`src/rtl/action_selector.sv`:
```
// action_selector: epsilon-greedy policy stage for the double-Q datapath.
// Captures four signed Q16.16 values and an exploration threshold, finds the
// argmax with one signed comparator over three cycles, then reports the greedy
// action/value and the action actually taken (random when the LFSR value is at
// or below epsilon).
//
// Ports:
//   clk, rst          clock, asynchronous active-low reset
//   in_valid/in_ready input handshake (in_ready = state is IDLE)
//   Q0..Q3            signed Q16.16 Q-values for actions 0..3
//   epsilon           unsigned exploration threshold
//   out_valid/ready   output handshake
//   A                 action taken
//   Amax, Qmax        greedy action and its value
//   explore           1 when A came from the LFSR
module action_selector #(
  parameter logic [15:0] SEED     = 16'hACE1,
  parameter int unsigned RAND_LSB = 8
) (
  input  logic        clk,
  input  logic        rst,
  input  logic        in_valid,
  output logic        in_ready,
  input  logic [31:0] Q0,
  input  logic [31:0] Q1,
  input  logic [31:0] Q2,
  input  logic [31:0] Q3,
  input  logic [15:0] epsilon,
  output logic        out_valid,
  input  logic        out_ready,
  output logic [1:0]  A,
  output logic [1:0]  Amax,
  output logic [31:0] Qmax,
  output logic        explore
);

  localparam int unsigned QW = 32;
  localparam int unsigned EW = 16;
  localparam int unsigned AW = 2;
  localparam int unsigned LW = 16;
  localparam logic [LW-1:0] TAPS = 16'hB400;

  typedef enum logic [2:0] {
    IDLE = 3'd0,
    CMP1 = 3'd1,
    CMP2 = 3'd2,
    CMP3 = 3'd3,
    DONE = 3'd4
  } state_e;

  state_e               state_q, state_d;
  logic signed [QW-1:0] q1_q, q1_d;
  logic signed [QW-1:0] q2_q, q2_d;
  logic signed [QW-1:0] q3_q, q3_d;
  logic [EW-1:0]        eps_q, eps_d;
  logic signed [QW-1:0] best_val_q, best_val_d;
  logic [AW-1:0]        best_idx_q, best_idx_d;
  logic                 out_valid_q, out_valid_d;
  logic [AW-1:0]        a_q, a_d;
  logic [AW-1:0]        amax_q, amax_d;
  logic [QW-1:0]        qmax_q, qmax_d;
  logic                 explore_q, explore_d;
  logic [LW-1:0]        lfsr_q, lfsr_d;

  // Shared comparator datapath
  logic signed [QW-1:0] cmp_val;
  logic [AW-1:0]        cmp_idx;
  logic                 cmp_gt;
  logic signed [QW-1:0] fin_val;
  logic [AW-1:0]        fin_idx;
  logic                 explore_c;
  logic [AW-1:0]        rand_act;

  assign in_ready  = (state_q == IDLE);
  assign out_valid = out_valid_q;
  assign A         = a_q;
  assign Amax      = amax_q;
  assign Qmax      = qmax_q;
  assign explore   = explore_q;

  // Select the candidate for this compare cycle; strict > keeps the lower index on ties
  always_comb begin
    cmp_val = q1_q;
    cmp_idx = AW'(1);
    case (state_q)
      CMP2: begin
        cmp_val = q2_q;
        cmp_idx = AW'(2);
      end
      CMP3: begin
        cmp_val = q3_q;
        cmp_idx = AW'(3);
      end
      default: begin
        cmp_val = q1_q;
        cmp_idx = AW'(1);
      end
    endcase
    cmp_gt  = (cmp_val > best_val_q);
    fin_val = cmp_gt ? cmp_val : best_val_q;
    fin_idx = cmp_gt ? cmp_idx : best_idx_q;
  end

  // Galois LFSR step and exploration decision (LFSR is never zero)
  always_comb begin
    lfsr_d    = {1'b0, lfsr_q[LW-1:1]} ^ (lfsr_q[0] ? TAPS : LW'(0));
    explore_c = (lfsr_q <= eps_q);
    rand_act  = lfsr_q[RAND_LSB +: AW];
  end

  // Next-state and output logic
  always_comb begin
    state_d     = state_q;
    q1_d        = q1_q;
    q2_d        = q2_q;
    q3_d        = q3_q;
    eps_d       = eps_q;
    best_val_d  = best_val_q;
    best_idx_d  = best_idx_q;
    out_valid_d = out_valid_q;
    a_d         = a_q;
    amax_d      = amax_q;
    qmax_d      = qmax_q;
    explore_d   = explore_q;

    case (state_q)
      IDLE: begin
        if (in_valid) begin
          q1_d       = Q1;
          q2_d       = Q2;
          q3_d       = Q3;
          eps_d      = epsilon;
          best_val_d = Q0;
          best_idx_d = AW'(0);
          state_d    = CMP1;
        end
      end
      CMP1: begin
        best_val_d = fin_val;
        best_idx_d = fin_idx;
        state_d    = CMP2;
      end
      CMP2: begin
        best_val_d = fin_val;
        best_idx_d = fin_idx;
        state_d    = CMP3;
      end
      CMP3: begin
        best_val_d  = fin_val;
        best_idx_d  = fin_idx;
        amax_d      = fin_idx;
        qmax_d      = fin_val;
        explore_d   = explore_c;
        a_d         = explore_c ? rand_act : fin_idx;
        out_valid_d = 1'b1;
        state_d     = DONE;
      end
      DONE: begin
        // Result is held until the consumer takes it
        if (out_ready) begin
          out_valid_d = 1'b0;
          state_d     = IDLE;
        end
      end
      default: begin
        state_d     = IDLE;
        out_valid_d = 1'b0;
      end
    endcase
  end

  // State and output registers; reset aborts any transaction in flight
  always_ff @(posedge clk or negedge rst) begin
    if (!rst) begin
      state_q     <= IDLE;
      q1_q        <= '0;
      q2_q        <= '0;
      q3_q        <= '0;
      eps_q       <= '0;
      best_val_q  <= '0;
      best_idx_q  <= '0;
      out_valid_q <= 1'b0;
      a_q         <= '0;
      amax_q      <= '0;
      qmax_q      <= '0;
      explore_q   <= 1'b0;
      lfsr_q      <= SEED;
    end else begin
      state_q     <= state_d;
      q1_q        <= q1_d;
      q2_q        <= q2_d;
      q3_q        <= q3_d;
      eps_q       <= eps_d;
      best_val_q  <= best_val_d;
      best_idx_q  <= best_idx_d;
      out_valid_q <= out_valid_d;
      a_q         <= a_d;
      amax_q      <= amax_d;
      qmax_q      <= qmax_d;
      explore_q   <= explore_d;
      lfsr_q      <= lfsr_d;
    end
  end

endmodule

```
`config.mk`:
```
export PLATFORM = sky130hd
export DESIGN_NAME = action_selector
export DESIGN_NICKNAME = d
export VERILOG_FILES = /design/src/rtl/action_selector.sv
export SDC_FILE = /design/constraint.sdc
export NUM_CORES = 1
export LEC_CHECK = 0
export CORE_ASPECT_RATIO = 1.2
export CORE_MARGIN = 1.5
export CORE_UTILIZATION = 52
export CTS_BUF_LIST = sky130_fd_sc_hd__clkbuf_8
export DETAILED_ROUTE_END_ITERATION = 8
export PLACE_DENSITY_LB_ADDON = 0.05
export SKIP_CTS_REPAIR_TIMING = 1
export SLEW_MARGIN = 30
export SYNTH_ARGS = -nofsm -noshare
export SYNTH_HDL_FRONTEND = slang
export SYNTH_SLANG_ARGS = --single-unit
```
`constraint.sdc`:
```
create_clock -name clk -period 5.2 [get_ports clk]
set_input_delay 1.3 -clock clk [delete_from_list [all_inputs] [get_ports clk]]
set_output_delay 1.3 -clock clk [all_outputs]
set_load 0.1 [all_outputs]
```
# [Word level (Yosys, flattened, before mapping)]
# Cells that the tools add are included.
[classes] magnitude_cmp=2 eq_ne=6 muxes=15 n_bitwise=2 n_reduce_logical=8
[op_table] op="32-bit one-hot mux with 2 select lines" n=2
[op_table] op="32-bit two-way mux" n=2
[op_table] op="32-bit greater-than comparator" n=1
[op_table] op="16-bit <= comparator" n=1
[op_table] op="16-bit two-way mux" n=1
[op_table] op="15-bit by 16-bit XOR with 16-bit output" n=1
[op_table] op="3-bit one-hot mux with 5 select lines" n=1
[op_table] op="2-bit one-hot mux with 2 select lines" n=2
[op_table] op="2-bit AND reduction" n=4
[op_table] op="3-bit by 2-bit equality test with 1-bit output, second input constant" n=2
[op_table] op="2-bit two-way mux" n=3
[op_table] op="3-bit two-way mux" n=2
[op_table] op="3-bit OR reduction" n=2
[op_table] op="2-bit inequality test, second input constant" n=2
[op_table] op="3-bit by 1-bit equality test with 1-bit output, second input constant" n=1
[op_table] op="3-bit equality test, second input constant" n=1
[op_table] op="3-bit zero test" n=1
[op_table] op="1-bit one-hot mux with 3 select lines" n=1
[op_table] op="2-bit nonzero test" n=1
[op_table] op="1-bit two-way mux" n=1
[op_table] op="1-bit inverter" n=1
[word_totals] ff_bits=203 in_bits=148 out_inout_bits=39

# [Longest topological paths before layout]
[depth] word_depth=5 depth_mapped=19

# [Least setup slack after synthesis]
# OpenSTA, ideal clock, no wires.
[synth_timing] path_kind="reg-to-output" startpoint="register state_q[1]" endpoint="output port in_ready" t_arrival_ns=2.927 t_required_ns=3.900 setup_slack_ns=0.973 path_stages_with_launch=3 cell_sequence="dfrtp_1 > clkbuf_1 > nor3_1"
[synth_via] elab_chain_len=1
[synth_rtl] element="start, declared" line="51" rtl="state_e state_q, state_d;"
[synth_rtl] element="start signal, assigned" line="189" rtl="state_q <= state_d;"
[synth_rtl] element="3-bit zero test" line="74" rtl="assign in_ready = (state_q == IDLE);"
[synth_rtl] element="end, declared" line="23" rtl="output logic in_ready,"
# No other way between the ends.

# [Final worst setup path]
[layout_timing] startpoint="register state_q[2]" endpoint="register best_val_q[8]"
[layout_via] elab_chain_len=5 word_cells_on_any_way=12
[layout_rtl] element="3-bit by 2-bit equality test with 1-bit output" line="85, 126"
[layout_rtl] element="32-bit one-hot mux with 2 select lines" line="85" rtl="case (state_q)"
[layout_rtl] element="32-bit greater-than comparator" line="99" rtl="cmp_gt = (cmp_val > best_val_q);"
[layout_rtl] element="32-bit two-way mux" line="100" rtl="fin_val = cmp_gt ? cmp_val : best_val_q;"
[layout_rtl] element="32-bit one-hot mux with 2 select lines" line="126" rtl="case (state_q)"
[layout_rtl] element="end signal, assigned" line="194" rtl="best_val_q <= best_val_d;"
[layout_rtl] element="end, declared" line="56" rtl="logic signed [QW-1:0] best_val_q, best_val_d;"
# Several ways; a longest one is shown, not always the timed one.
# A chain may end at the register's enable or synchronous reset.

==> results_dict.tcl <==
set metrics [dict create \
    layout-drive-gt1-share 0.0765 \
    global_route_wire_length_before_repair_um 42100 \
    hold_viol 0 \
    nets 1494 \
    seq_area_frac_synth 0.509 \
    timing.clock.skew_ns 0.0233 \
    grt_start_max_net_pins 112 \
    post-synth-top-area-cell "dfrtp_1" \
    cts.path.max_buffers 3 \
    setup_viol 0 \
    postRouteWirelength_um 26100 \
    critical_path_class "reg -> reg" \
    maxClockFrequency_mhz 217 \
    synth_common_cells "nand2_1 (354), dfrtp_1 (195), inv_1 (74), nor2_1 (70), o21ai_0 (61)" \
    count_of_flip_flops_with_a_built_in_enable_after_synthesis 0 \
    flow.area_growth_from_synthesis_pct 27.6 \
    number_of_instances_on_the_worst_hold_path 0 \
    synth_ff_type "dfrtp_1" \
    final-max-slew-violation-count 0 \
    critical_path.reg2reg.startpoint "state_q[2]$_DFFE_PN0P_" \
    cts_max_level 2 \
    avgViaCountPerCell 5.32 \
    cts_made_buffers 34 \
    synth.cell_area_sq_um 9990 \
    highest_cell_delay_on_the_worst_timing_path_ns 0.55 \
    antenna_found_initial 0 \
    slew-limit-headroom 0.310 \
    worst_setup_path_end_kind "flip-flop" \
    crit_top_cell "buf_4" \
    r2r_end "best_val_q[8]$_DFFE_PN0P_" \
    antenna_violating_nets_post_route 0 \
    setup.worst_path.start_class "flip-flop" \
    tritoncts_num_sinks 203 \
    timing.setup.tns_ns 0 \
    synth_top_cells_by_area "dfrtp_1 (49%), nand2_1 (13%), ha_1 (6.0%), mux2i_1 (3.2%), o21ai_0 (3.1%)" \
    postSynthAreaPerCell_sq_um 8.87 \
    globalplace.congestion 0.854 \
    r2r_cells 15 \
    data_arrival_critical_path_ns 4.99 \
    groute.usage.overall 0.270 \
    synth.distinct_cells 48 \
    placeableCoreArea_sq_um 18900 \
    portBuffers 186 \
    detail_route.wl_per_cell_um 16.6 \
    synth_cells 1127 \
    die_h_um 155 \
    tritoncts "done" \
    floorplan.initialDensity 0.530 \
    post-route-drc-count 0 \
    cp_max_fo 39 \
    clock-root-buffer "clkbuf_8" \
    synth-seq-cells 203 \
    io_pins 187 \
    finalCriticalPeriod_ns 4.60 \
    postSynthNetCount 1323 \
    clk-insertion-delay-late_ns 0.53 \
    clkTransAtPathRegs_ns 0.06 \
    hp-start "lfsr_q[6]$_DFF_PN1_" \
    hpwl_after_dpl_um 18400 \
    rsz0062_at_grt "false" \
    global_route.overflow_total 0 \
    yosysMostFrequentCell "nand2_1" \
    yosys_warnings 0 \
    cap_violations 0 \
    n_antenna_cell 0 \
    worst_hold_check_path_type "reg -> reg" \
    chain_of_cells_forming_the_critical_path "inv_1, nand2_2, buf_4, o21a_1, inv_1, ha_1, nand4_1, nor4_2, nand3_1, and2_1, a31o_1, buf_4, and3_1, buf_4, a221o_1" \
    detail_route.first_pass.iterations 7 \
    whs_endpoint "lfsr_q[5]$_DFF_PN1_" \
    critical_path_slowest_stage_cell "nand2_2" \
    synth_largest_type_area_fraction 0.488 \
    n_fill_cell 1632 \
    tightestPinTransition_ns 1.03 \
    first_global_vias 8148 \
    detailroute.via_count 8390 \
    fp-row-count 55 \
    required_ns 5.59 \
    die_area_sq_um 20100 \
    regToRegSetupSlack_ns 0.60 \
    outcome "complete, no violations" \
    chip_width_um 130 \
    final_min_period_over_clock_period 0.884 \
    synthArstFlopShare 1.00 \
    detailedRoute.firstIterationViolations 540 \
]
==> layout by cell type (no fill, tap or decap), types with 8 or more instances in the layout <==
cell type        synthesis  layout
o21ai_0                 61      61
clkdlybuf4s50_1          0     181
o21a_1                  26      26
nand2_1                354     352
inv_1                   74      83
nor2_1                  70      69
ha_1                    48      48
mux2i_1                 32      32
a221o_1                  8       8
buf_4                    0      17
a221oi_1                23      23
a31oi_1                 35      34
dfrtp_1                195     194
nand4_1                  9       9
nand3_1                 37      37
and3_1                   9       9
clkbuf_8                 0      45
a21oi_1                 20      20
dfstp_2                  8       8
==> final cells by class <==
type	count	area [sq um]	share of cell area
multi-input cells	781	4360	0.342
clock inverters	15	72.6	0.00569
well taps	256	320	0.0251
clock buffers	44	606	0.0475
repair buffers	204	2020	0.158
flip-flops and latches	203	5090	0.399
inverters	74	278	0.0218
==> through the flow <==
step	cells	hold WS, ns	setup slack, ns	util	area [sq um]
3_5_place_dp	1517	0.362	0.709	0.639	12000
2_1_floorplan	1127	0.356	0.973	-	9990
4_1_cts	1576	0.369	0.670	0.675	12700
6_report	1577	0.369	0.601	0.676	12700
3_3_place_gp	1517	0.359	0.830	0.639	12000
5_1_grt	1577	0.373	0.282	0.676	12700
==> registers in the layout, summed over array words and instances, names as in the netlist <==
register	flops
out_valid	1
eps_q	16
state_q	3
q1_q	32
Qmax	32
Amax	2
q3_q	32
lfsr_q	16
best_idx_q	2
explore	1
A	2
best_val_q	32
q2_q	32
==> worst max path at each step <==
stage,endpoint,cells after the start,slack (ns),from
floorplan,in_ready,2,0.97,state_q[1]$_DFFE_PN0P_
global placement,best_val_q[8]$_DFFE_PN0P_,15,0.83,state_q[2]$_DFFE_PN0P_
detailed placement,best_val_q[24]$_DFFE_PN0P_,14,0.71,state_q[2]$_DFFE_PN0P_
CTS,best_val_q[8]$_DFFE_PN0P_,15,0.67,state_q[2]$_DFFE_PN0P_
global route,best_val_q[9]$_DFFE_PN0P_,15,0.28,state_q[2]$_DFFE_PN0P_
finish,best_val_q[8]$_DFFE_PN0P_,15,0.60,state_q[2]$_DFFE_PN0P_
==> metal layers <==
metal	routed length (um)	GRT usage
met1	11800	0.384
met5	0	0
met3	1660	0.0523
met2	12100	0.422
met4	554	0.0757
==> worst max-delay path, delay by kind of cell, from the launching register on <==
family / cells / cell delay [ns]
and+or+nand+nor: 6 / 1.79
buffers and inverters: 5 / 1.07
AOI/OAI and AO/OA: 3 / 0.77
DFF: 1 / 0.50
adders and majority gates: 1 / 0.31
==> cell families (layout without fill, tap and decap cells) <==
logic type / Yosys count / after routing / synth area share
AND/OR/NAND/NOR: 500 / 500 / 0.203
flip-flops: 203 / 203 / 0.509
AO/OA/AOI/OAI: 197 / 197 / 0.133
buffers and inverters: 143 / 337 / 0.0586
adder cells (fa/ha/maj): 48 / 48 / 0.0601
multiplexers: 32 / 32 / 0.0321
XOR/XNOR: 4 / 4 / 0.00351
Power is left out: the tool's default activity adds up to more than one toggle a clock period on the data nets, which glitch-free logic cannot reach.
